**src/rtl/tri_pkg.sv**
```systemverilog
// Shared definitions for the triangle-wave scheduler: FSM state encoding,
// default datapath widths and the command record offered by each requester.
package tri_pkg;

    // FSM state encoding; all four codes of the 2-bit state are in use.
    localparam logic [1:0] ST_IDLE = 2'd0;
    localparam logic [1:0] ST_RISE = 2'd1;
    localparam logic [1:0] ST_HOLD = 2'd2;
    localparam logic [1:0] ST_FALL = 2'd3;

    // Default widths: waveform/peak, hold counter, period counter.
    localparam int unsigned W_DEF  = 9;
    localparam int unsigned HW_DEF = 8;
    localparam int unsigned NW_DEF = 4;

    // One waveform command at the default widths.
    typedef struct packed {
        logic [W_DEF-1:0]  peak;
        logic [HW_DEF-1:0] hold;
        logic [NW_DEF-1:0] num;
    } tri_cmd_t;

endpackage

```
**src/rtl/tri_rr_arb.sv**
```systemverilog
// Two-way round-robin grant: the favoured requester wins when it is valid,
// otherwise the other one. The grant value is meaningless when o_any is low.
module tri_rr_arb (
    input  logic i_valid0,
    input  logic i_valid1,
    input  logic i_prio,
    output logic o_grant,
    output logic o_any
);

    // Pick the favoured requester if it asks, else fall back to the other one.
    always_comb begin
        o_any = i_valid0 | i_valid1;
        if (i_prio) begin
            if (i_valid1) begin
                o_grant = 1'b1;
            end else begin
                o_grant = 1'b0;
            end
        end else begin
            if (i_valid0) begin
                o_grant = 1'b0;
            end else begin
                o_grant = 1'b1;
            end
        end
    end

endmodule

```
**src/rtl/tri_sched.sv**
```systemverilog
// Two-requester scheduler for the shared triangle-wave datapath.
// Accepts one command at a time in IDLE, then sequences RISE/HOLD/FALL for
// the requested number of periods and pulses done on the following IDLE cycle.
module tri_sched
    import tri_pkg::*;
#(
    parameter int unsigned W  = W_DEF,
    parameter int unsigned HW = HW_DEF,
    parameter int unsigned NW = NW_DEF
) (
    input  logic          clk,
    input  logic          res,
    input  logic          req0_valid,
    input  logic          req1_valid,
    output logic          req0_ready,
    output logic          req1_ready,
    input  logic [W-1:0]  req0_peak,
    input  logic [W-1:0]  req1_peak,
    input  logic [HW-1:0] req0_hold,
    input  logic [HW-1:0] req1_hold,
    input  logic [NW-1:0] req0_num,
    input  logic [NW-1:0] req1_num,
    output logic [W-1:0]  d_out,
    output logic          busy,
    output logic          owner,
    output logic          done
);

    localparam logic [W-1:0]  L_D_ZERO  = {W{1'b0}};
    localparam logic [W-1:0]  L_D_ONE   = {{(W-1){1'b0}}, 1'b1};
    localparam logic [HW-1:0] L_C_ZERO  = {HW{1'b0}};
    localparam logic [HW-1:0] L_C_ONE   = {{(HW-1){1'b0}}, 1'b1};
    localparam logic [NW-1:0] L_N_ZERO  = {NW{1'b0}};
    localparam logic [NW-1:0] L_N_ONE   = {{(NW-1){1'b0}}, 1'b1};

    // Architectural state
    logic [1:0]    r_state;
    logic [W-1:0]  r_d_out;
    logic [W-1:0]  r_pk;
    logic [HW-1:0] r_con;
    logic [HW-1:0] r_hd;
    logic [NW-1:0] r_left;
    logic          r_owner;
    logic          r_prio;
    logic          r_done;
    logic          r_busy;

    // Next-state values
    logic [1:0]    w_state_nxt;
    logic [W-1:0]  w_d_nxt;
    logic [W-1:0]  w_pk_nxt;
    logic [HW-1:0] w_con_nxt;
    logic [HW-1:0] w_hd_nxt;
    logic [NW-1:0] w_left_nxt;
    logic          w_owner_nxt;
    logic          w_prio_nxt;
    logic          w_done_nxt;

    // Arbitration and selected command
    logic          w_grant;
    logic          w_any;
    logic          w_idle;
    logic          w_accept;
    logic [W-1:0]  w_sel_peak;
    logic [W-1:0]  w_sel_peak_cl;
    logic [HW-1:0] w_sel_hold;
    logic [NW-1:0] w_sel_num;

    // Datapath arithmetic
    logic [W-1:0]  w_d_inc;
    logic [W-1:0]  w_d_dec;
    logic [HW-1:0] w_con_inc;
    logic [NW-1:0] w_left_dec;

    tri_rr_arb u_arb (
        .i_valid0 (req0_valid),
        .i_valid1 (req1_valid),
        .i_prio   (r_prio),
        .o_grant  (w_grant),
        .o_any    (w_any)
    );

    assign w_idle     = (r_state == ST_IDLE);
    assign w_accept   = w_idle & w_any;
    assign req0_ready = w_accept & ~w_grant;
    assign req1_ready = w_accept &  w_grant;

    assign w_d_inc    = r_d_out + L_D_ONE;
    assign w_d_dec    = r_d_out - L_D_ONE;
    assign w_con_inc  = r_con + L_C_ONE;
    assign w_left_dec = r_left - L_N_ONE;

    // Mux the granted requester's command; a zero peak is raised to one so
    // every non-empty command still produces a visible triangle.
    always_comb begin
        if (w_grant) begin
            w_sel_peak = req1_peak;
            w_sel_hold = req1_hold;
            w_sel_num  = req1_num;
        end else begin
            w_sel_peak = req0_peak;
            w_sel_hold = req0_hold;
            w_sel_num  = req0_num;
        end
        if (w_sel_peak == L_D_ZERO) begin
            w_sel_peak_cl = L_D_ONE;
        end else begin
            w_sel_peak_cl = w_sel_peak;
        end
    end

    // Scheduler FSM: accept in IDLE, then ramp up, plateau, ramp down per period.
    always_comb begin
        w_state_nxt = r_state;
        w_d_nxt     = r_d_out;
        w_pk_nxt    = r_pk;
        w_con_nxt   = r_con;
        w_hd_nxt    = r_hd;
        w_left_nxt  = r_left;
        w_owner_nxt = r_owner;
        w_prio_nxt  = r_prio;
        w_done_nxt  = 1'b0;
        case (r_state)
            ST_IDLE: begin
                if (w_accept) begin
                    w_pk_nxt    = w_sel_peak_cl;
                    w_hd_nxt    = w_sel_hold;
                    w_left_nxt  = w_sel_num;
                    w_owner_nxt = w_grant;
                    w_prio_nxt  = ~w_grant;
                    w_d_nxt     = L_D_ZERO;
                    if (w_sel_num == L_N_ZERO) begin
                        // Empty command: complete immediately, no waveform.
                        w_state_nxt = ST_IDLE;
                        w_done_nxt  = 1'b1;
                    end else begin
                        w_state_nxt = ST_RISE;
                    end
                end else begin
                    w_state_nxt = ST_IDLE;
                end
            end
            ST_RISE: begin
                w_d_nxt = w_d_inc;
                if (w_d_inc == r_pk) begin
                    w_state_nxt = ST_HOLD;
                    w_con_nxt   = L_C_ZERO;
                end else begin
                    w_state_nxt = ST_RISE;
                end
            end
            ST_HOLD: begin
                // Plateau lasts hd+1 cycles: con counts 0..hd.
                if (r_con == r_hd) begin
                    w_state_nxt = ST_FALL;
                    w_con_nxt   = L_C_ZERO;
                end else begin
                    w_state_nxt = ST_HOLD;
                    w_con_nxt   = w_con_inc;
                end
            end
            ST_FALL: begin
                w_d_nxt = w_d_dec;
                if (w_d_dec == L_D_ZERO) begin
                    if (r_left > L_N_ONE) begin
                        // More periods to run: restart the ramp without idling.
                        w_left_nxt  = w_left_dec;
                        w_state_nxt = ST_RISE;
                    end else begin
                        w_state_nxt = ST_IDLE;
                        w_done_nxt  = 1'b1;
                    end
                end else begin
                    w_state_nxt = ST_FALL;
                end
            end
            default: begin
                // Unreachable encoding: park quietly in IDLE.
                w_state_nxt = ST_IDLE;
                w_d_nxt     = L_D_ZERO;
                w_con_nxt   = L_C_ZERO;
                w_done_nxt  = 1'b0;
            end
        endcase
    end

    // State and datapath registers; reset discards any command in flight.
    always_ff @(posedge clk or posedge res) begin
        if (res) begin
            r_state <= ST_IDLE;
            r_d_out <= L_D_ZERO;
            r_pk    <= L_D_ZERO;
            r_con   <= L_C_ZERO;
            r_hd    <= L_C_ZERO;
            r_left  <= L_N_ZERO;
            r_owner <= 1'b0;
            r_prio  <= 1'b0;
            r_done  <= 1'b0;
            r_busy  <= 1'b0;
        end else begin
            r_state <= w_state_nxt;
            r_d_out <= w_d_nxt;
            r_pk    <= w_pk_nxt;
            r_con   <= w_con_nxt;
            r_hd    <= w_hd_nxt;
            r_left  <= w_left_nxt;
            r_owner <= w_owner_nxt;
            r_prio  <= w_prio_nxt;
            r_done  <= w_done_nxt;
            r_busy  <= (w_state_nxt != ST_IDLE);
        end
    end

    assign d_out = r_d_out;
    assign busy  = r_busy;
    assign owner = r_owner;
    assign done  = r_done;

endmodule

```
**config.mk**
```make
export PLATFORM = sky130hd
export DESIGN_NAME = tri_sched
export DESIGN_NICKNAME = d
export VERILOG_FILES = /design/src/rtl/tri_pkg.sv /design/src/rtl/tri_rr_arb.sv /design/src/rtl/tri_sched.sv
export SDC_FILE = /design/constraint.sdc
export NUM_CORES = 1
export LEC_CHECK = 0
export CORE_MARGIN = 8
export CORE_UTILIZATION = 48
export DETAILED_ROUTE_END_ITERATION = 6
export PLACE_DENSITY = 0.85
export SETUP_SLACK_MARGIN = 0.05
export SYNTH_ARGS = -nofsm -noshare
export SYNTH_HDL_FRONTEND = slang
export SYNTH_SLANG_ARGS = --single-unit
```
**constraint.sdc**
```tcl
create_clock -name clk -period 2.65 [get_ports clk]
set_clock_uncertainty 0.05 [all_clocks]
set_input_delay 0.53 -clock clk [delete_from_list [all_inputs] [get_ports clk]]
set_output_delay 0.53 -clock clk [all_outputs]
set_load 0.05 [all_outputs]
```
==> run metrics <==
outcome=complete, no violations; sequential element share of the synthesized area=34.6%; via count of the first global-routing pass=3088; via count of the routed design=3167; critical path endpoint category=flop; dominant synthesized flop cell=sky130_fd_sc_hd__dfrtp_1; cell family with most CP delay=simple AND/OR/NAND/NOR gates; clock insertion delay at the later pin of the skew report=0.31 ns; synth cell count leaders=sky130_fd_sc_hd__nand2_1, sky130_fd_sc_hd__dfrtp_1, sky130_fd_sc_hd__o21ai_0; number of antenna violations at the first check in global routing=0; max incr delay on CP=0.46 ns; share of async-settable or async-resettable flops after synthesis=100%; Core Footprint=6390 um2; required time of the critical path=2.80 ns; CP max FO=8; number of rows created at floorplan=29; Post-Synthesis Net Count=424; GRT Resource Usage Total=17.8%; library cell with the largest summed area after synthesis=sky130_fd_sc_hd__dfrtp_1; Post-Synthesis Cell Area=3180 um2; per-instance average area after synthesis=8.64 um2; antenna cells=0; final estimated routing congestion in global placement=0.915; data arrival time of the worst path=2.67 ns; clock slew seen by the registers of the worst setup and hold paths=0.10 ns; vertical die dimension=97.4 um; top cells by area, synth=sky130_fd_sc_hd__dfrtp_1, sky130_fd_sc_hd__mux2i_1, sky130_fd_sc_hd__nand2_1; H-tree depth=2; fraction of synthesized cell area taken by the top area cell type=34.6%; maximum buffer depth of the clock tree=2; element type at the critical path start=flop; total number of clock tree sinks=44; distinct cell type count after synthesis=65; worst hold slack=0.380 ns; maximum achievable frequency=0.396 GHz; post-route DRC violation count=0; Post-CTS Hold Fix Bufs=0; slew margin rel.=56.7%; IO Pins=60; post-DR wirelength/cell=17.2 um; slowest cell on the critical path=sky130_fd_sc_hd__or3_1; setup repair after global routing missed its margin=no; setup slack on the worst flop-to-flop path=0.12 ns; pin count of the biggest net entering global routing=31; count of synthesis-stage warnings from yosys=0; Critical R2R Capture=r_con[5]$_DFFE_PP0P_; grt total ovfl=0; Routed WL=8.96 mm; Synth Register Bits=44; Max-cap violations=0; TritonCTS clock tree=yes; R2R depth=9; Fin. Hold Viols=0; Sum Neg Setup Slack=0 ns; HPWL reported at the end of detailed placement=6.75 mm; chip width=97.4 um; LEAKAGE=1.79 nW; starting density of the core=49.8%; power density over cell area=297 nW/um2; cts bufs inserted=5; overall die area=9480 um2; count of antenna-violating nets left after detailed routing=0; cell count after synthesis=368; Setup crit start=d_out[0]$_DFFE_PP0P_; worst flop-to-flop path startpoint=d_out[0]$_DFFE_PP0P_; final clock period utilization by the worst path=95.3%; class of the most critical hold timing path=in -> async; number of enable flip-flop cells after synthesis=0; count of buffer and inverter cells on the critical path=1; measured slew at the worst slew-check pin=0.649 ns; quantity of I/O buffers inserted on ports=59; final layout net count=500; maximum resistive drop on vdd=0.255 mV; most frequent cell after synthesis=sky130_fd_sc_hd__nand2_1; number of vias per cell after detailed routing=6.08; layout cell share with drive strength beyond 1=15.8%; cell at the root of the clock tree=sky130_fd_sc_hd__clkbuf_8; start-to-end type of the worst setup path=reg -> reg; Pins Over Slew Limit=0; number of design-rule violations left by the first detailed-router iteration=239; detailed-routing iteration count for the pre-antenna-repair pass=5; CP cell instances=buf_4, ha_1, nand3_2, or3_1, o21ai_1, nand4_2, o22ai_4, o21ai_2, a32o_1; # setup viols final=0; area added between synthesis and finish=29.8%; shortest period the worst path allows=2.53 ns; first-pass GRT wire length=14.5 mm
[per-stage QoR]
step	std cells	power [mW]	worst slack [ns]	cell area, um2	util, %
final	521	1.23	0.125	4130	64.6
after global routing	521	1.26	0.0559	4130	64.6
after CTS	511	1.23	0.0580	4010	62.7
after detailed placement	504	0.814	0.0955	3920	61.4
after global placement	504	0.811	0.179	3920	61.4
after floorplan	368	0.724	0.0591	3190	-
[flip-flops by register name, summed over array words and instances, names as in the netlist]
register,count
r_left,4
done,1
r_hd,8
r_state,2
r_pk,9
busy,1
r_prio,1
d_out,9
r_con,8
owner,1
[what timing repair did]
action / in CTS / in global routing
setup endpoints to repair: 0 / 13
buffers inserted: 0 / 10
resized for setup: 0 / 9
[cell usage in the layout (no fill, tap or decap), types with 6 or more instances in the layout]
cell type	synthesis	layout
sky130_fd_sc_hd__nand3_1	11	10
sky130_fd_sc_hd__ha_1	10	9
sky130_fd_sc_hd__clkdlybuf4s50_1	0	57
sky130_fd_sc_hd__nor4_1	10	10
sky130_fd_sc_hd__nor2_1	14	14
sky130_fd_sc_hd__xnor2_1	6	6
sky130_fd_sc_hd__nor3_1	10	10
sky130_fd_sc_hd__buf_4	2	28
sky130_fd_sc_hd__o21ai_0	34	33
sky130_fd_sc_hd__mux2i_1	21	21
sky130_fd_sc_hd__nand2b_1	8	8
sky130_fd_sc_hd__inv_1	16	16
sky130_fd_sc_hd__nand2_1	50	49
sky130_fd_sc_hd__xor2_1	11	11
sky130_fd_sc_hd__a21oi_1	20	20
sky130_fd_sc_hd__dfrtp_1	44	41
[how the worst max path moves through the flow]
| stage | end | depth (start not counted) |
|---|---|---|
| 2_1_floorplan | r_con[5]$_DFFE_PP0P_ | 10 |
| 3_3_place_gp | r_con[5]$_DFFE_PP0P_ | 9 |
| 3_5_place_dp | r_con[6]$_DFFE_PP0P_ | 9 |
| 4_1_cts | r_con[6]$_DFFE_PP0P_ | 9 |
| 5_1_grt | r_con[5]$_DFFE_PP0P_ | 9 |
| 6_report | r_con[5]$_DFFE_PP0P_ | 9 |
[layout make-up]
type | count | area [um2]
fillers | 538 | 2260
multi-input cells | 290 | 1980
flip-flops and latches | 44 | 1100
repair buffers | 86 | 801
well taps | 77 | 96.3
clock buffers | 5 | 68.8
inverters | 17 | 63.8
clock inverters | 2 | 12.5
[cells by family (layout without fill, tap and decap cells)]
family                   after synthesis  count (layout)  synth area share, %
AND/OR/NAND/NOR                      137             137                 22.8
AO/OA/AOI/OAI                        103             103                 21.8
flip-flops                            44              44                 34.6
buffers and inverters                 34             110                 4.84
multiplexers                          23              23                 7.32
XOR/XNOR                              17              17                 4.68
adder cells (fa/ha/maj)               10              10                 3.94
[where the power goes]
group / total [mW] / switching [mW] / internal (mW)
sequential: 0.671 / 0 / 0.671
combinational: 0.128 / 0.0468 / 0.0814
clock: 0.427 / 0.248 / 0.179
total: 1.23 / 0.294 / 0.931
[metal layers]
layer / vias up / global-route usage [%] / routed length, um
met5: - / 0 / 0
met4: 0 / 5.94 / 194
met3: 19 / 3.63 / 566
met2: 131 / 29.1 / 4400
met1: 1528 / 22.8 / 3800
li1: 1489 / - / -
Note: power is estimated with default switching activity, not from simulation.
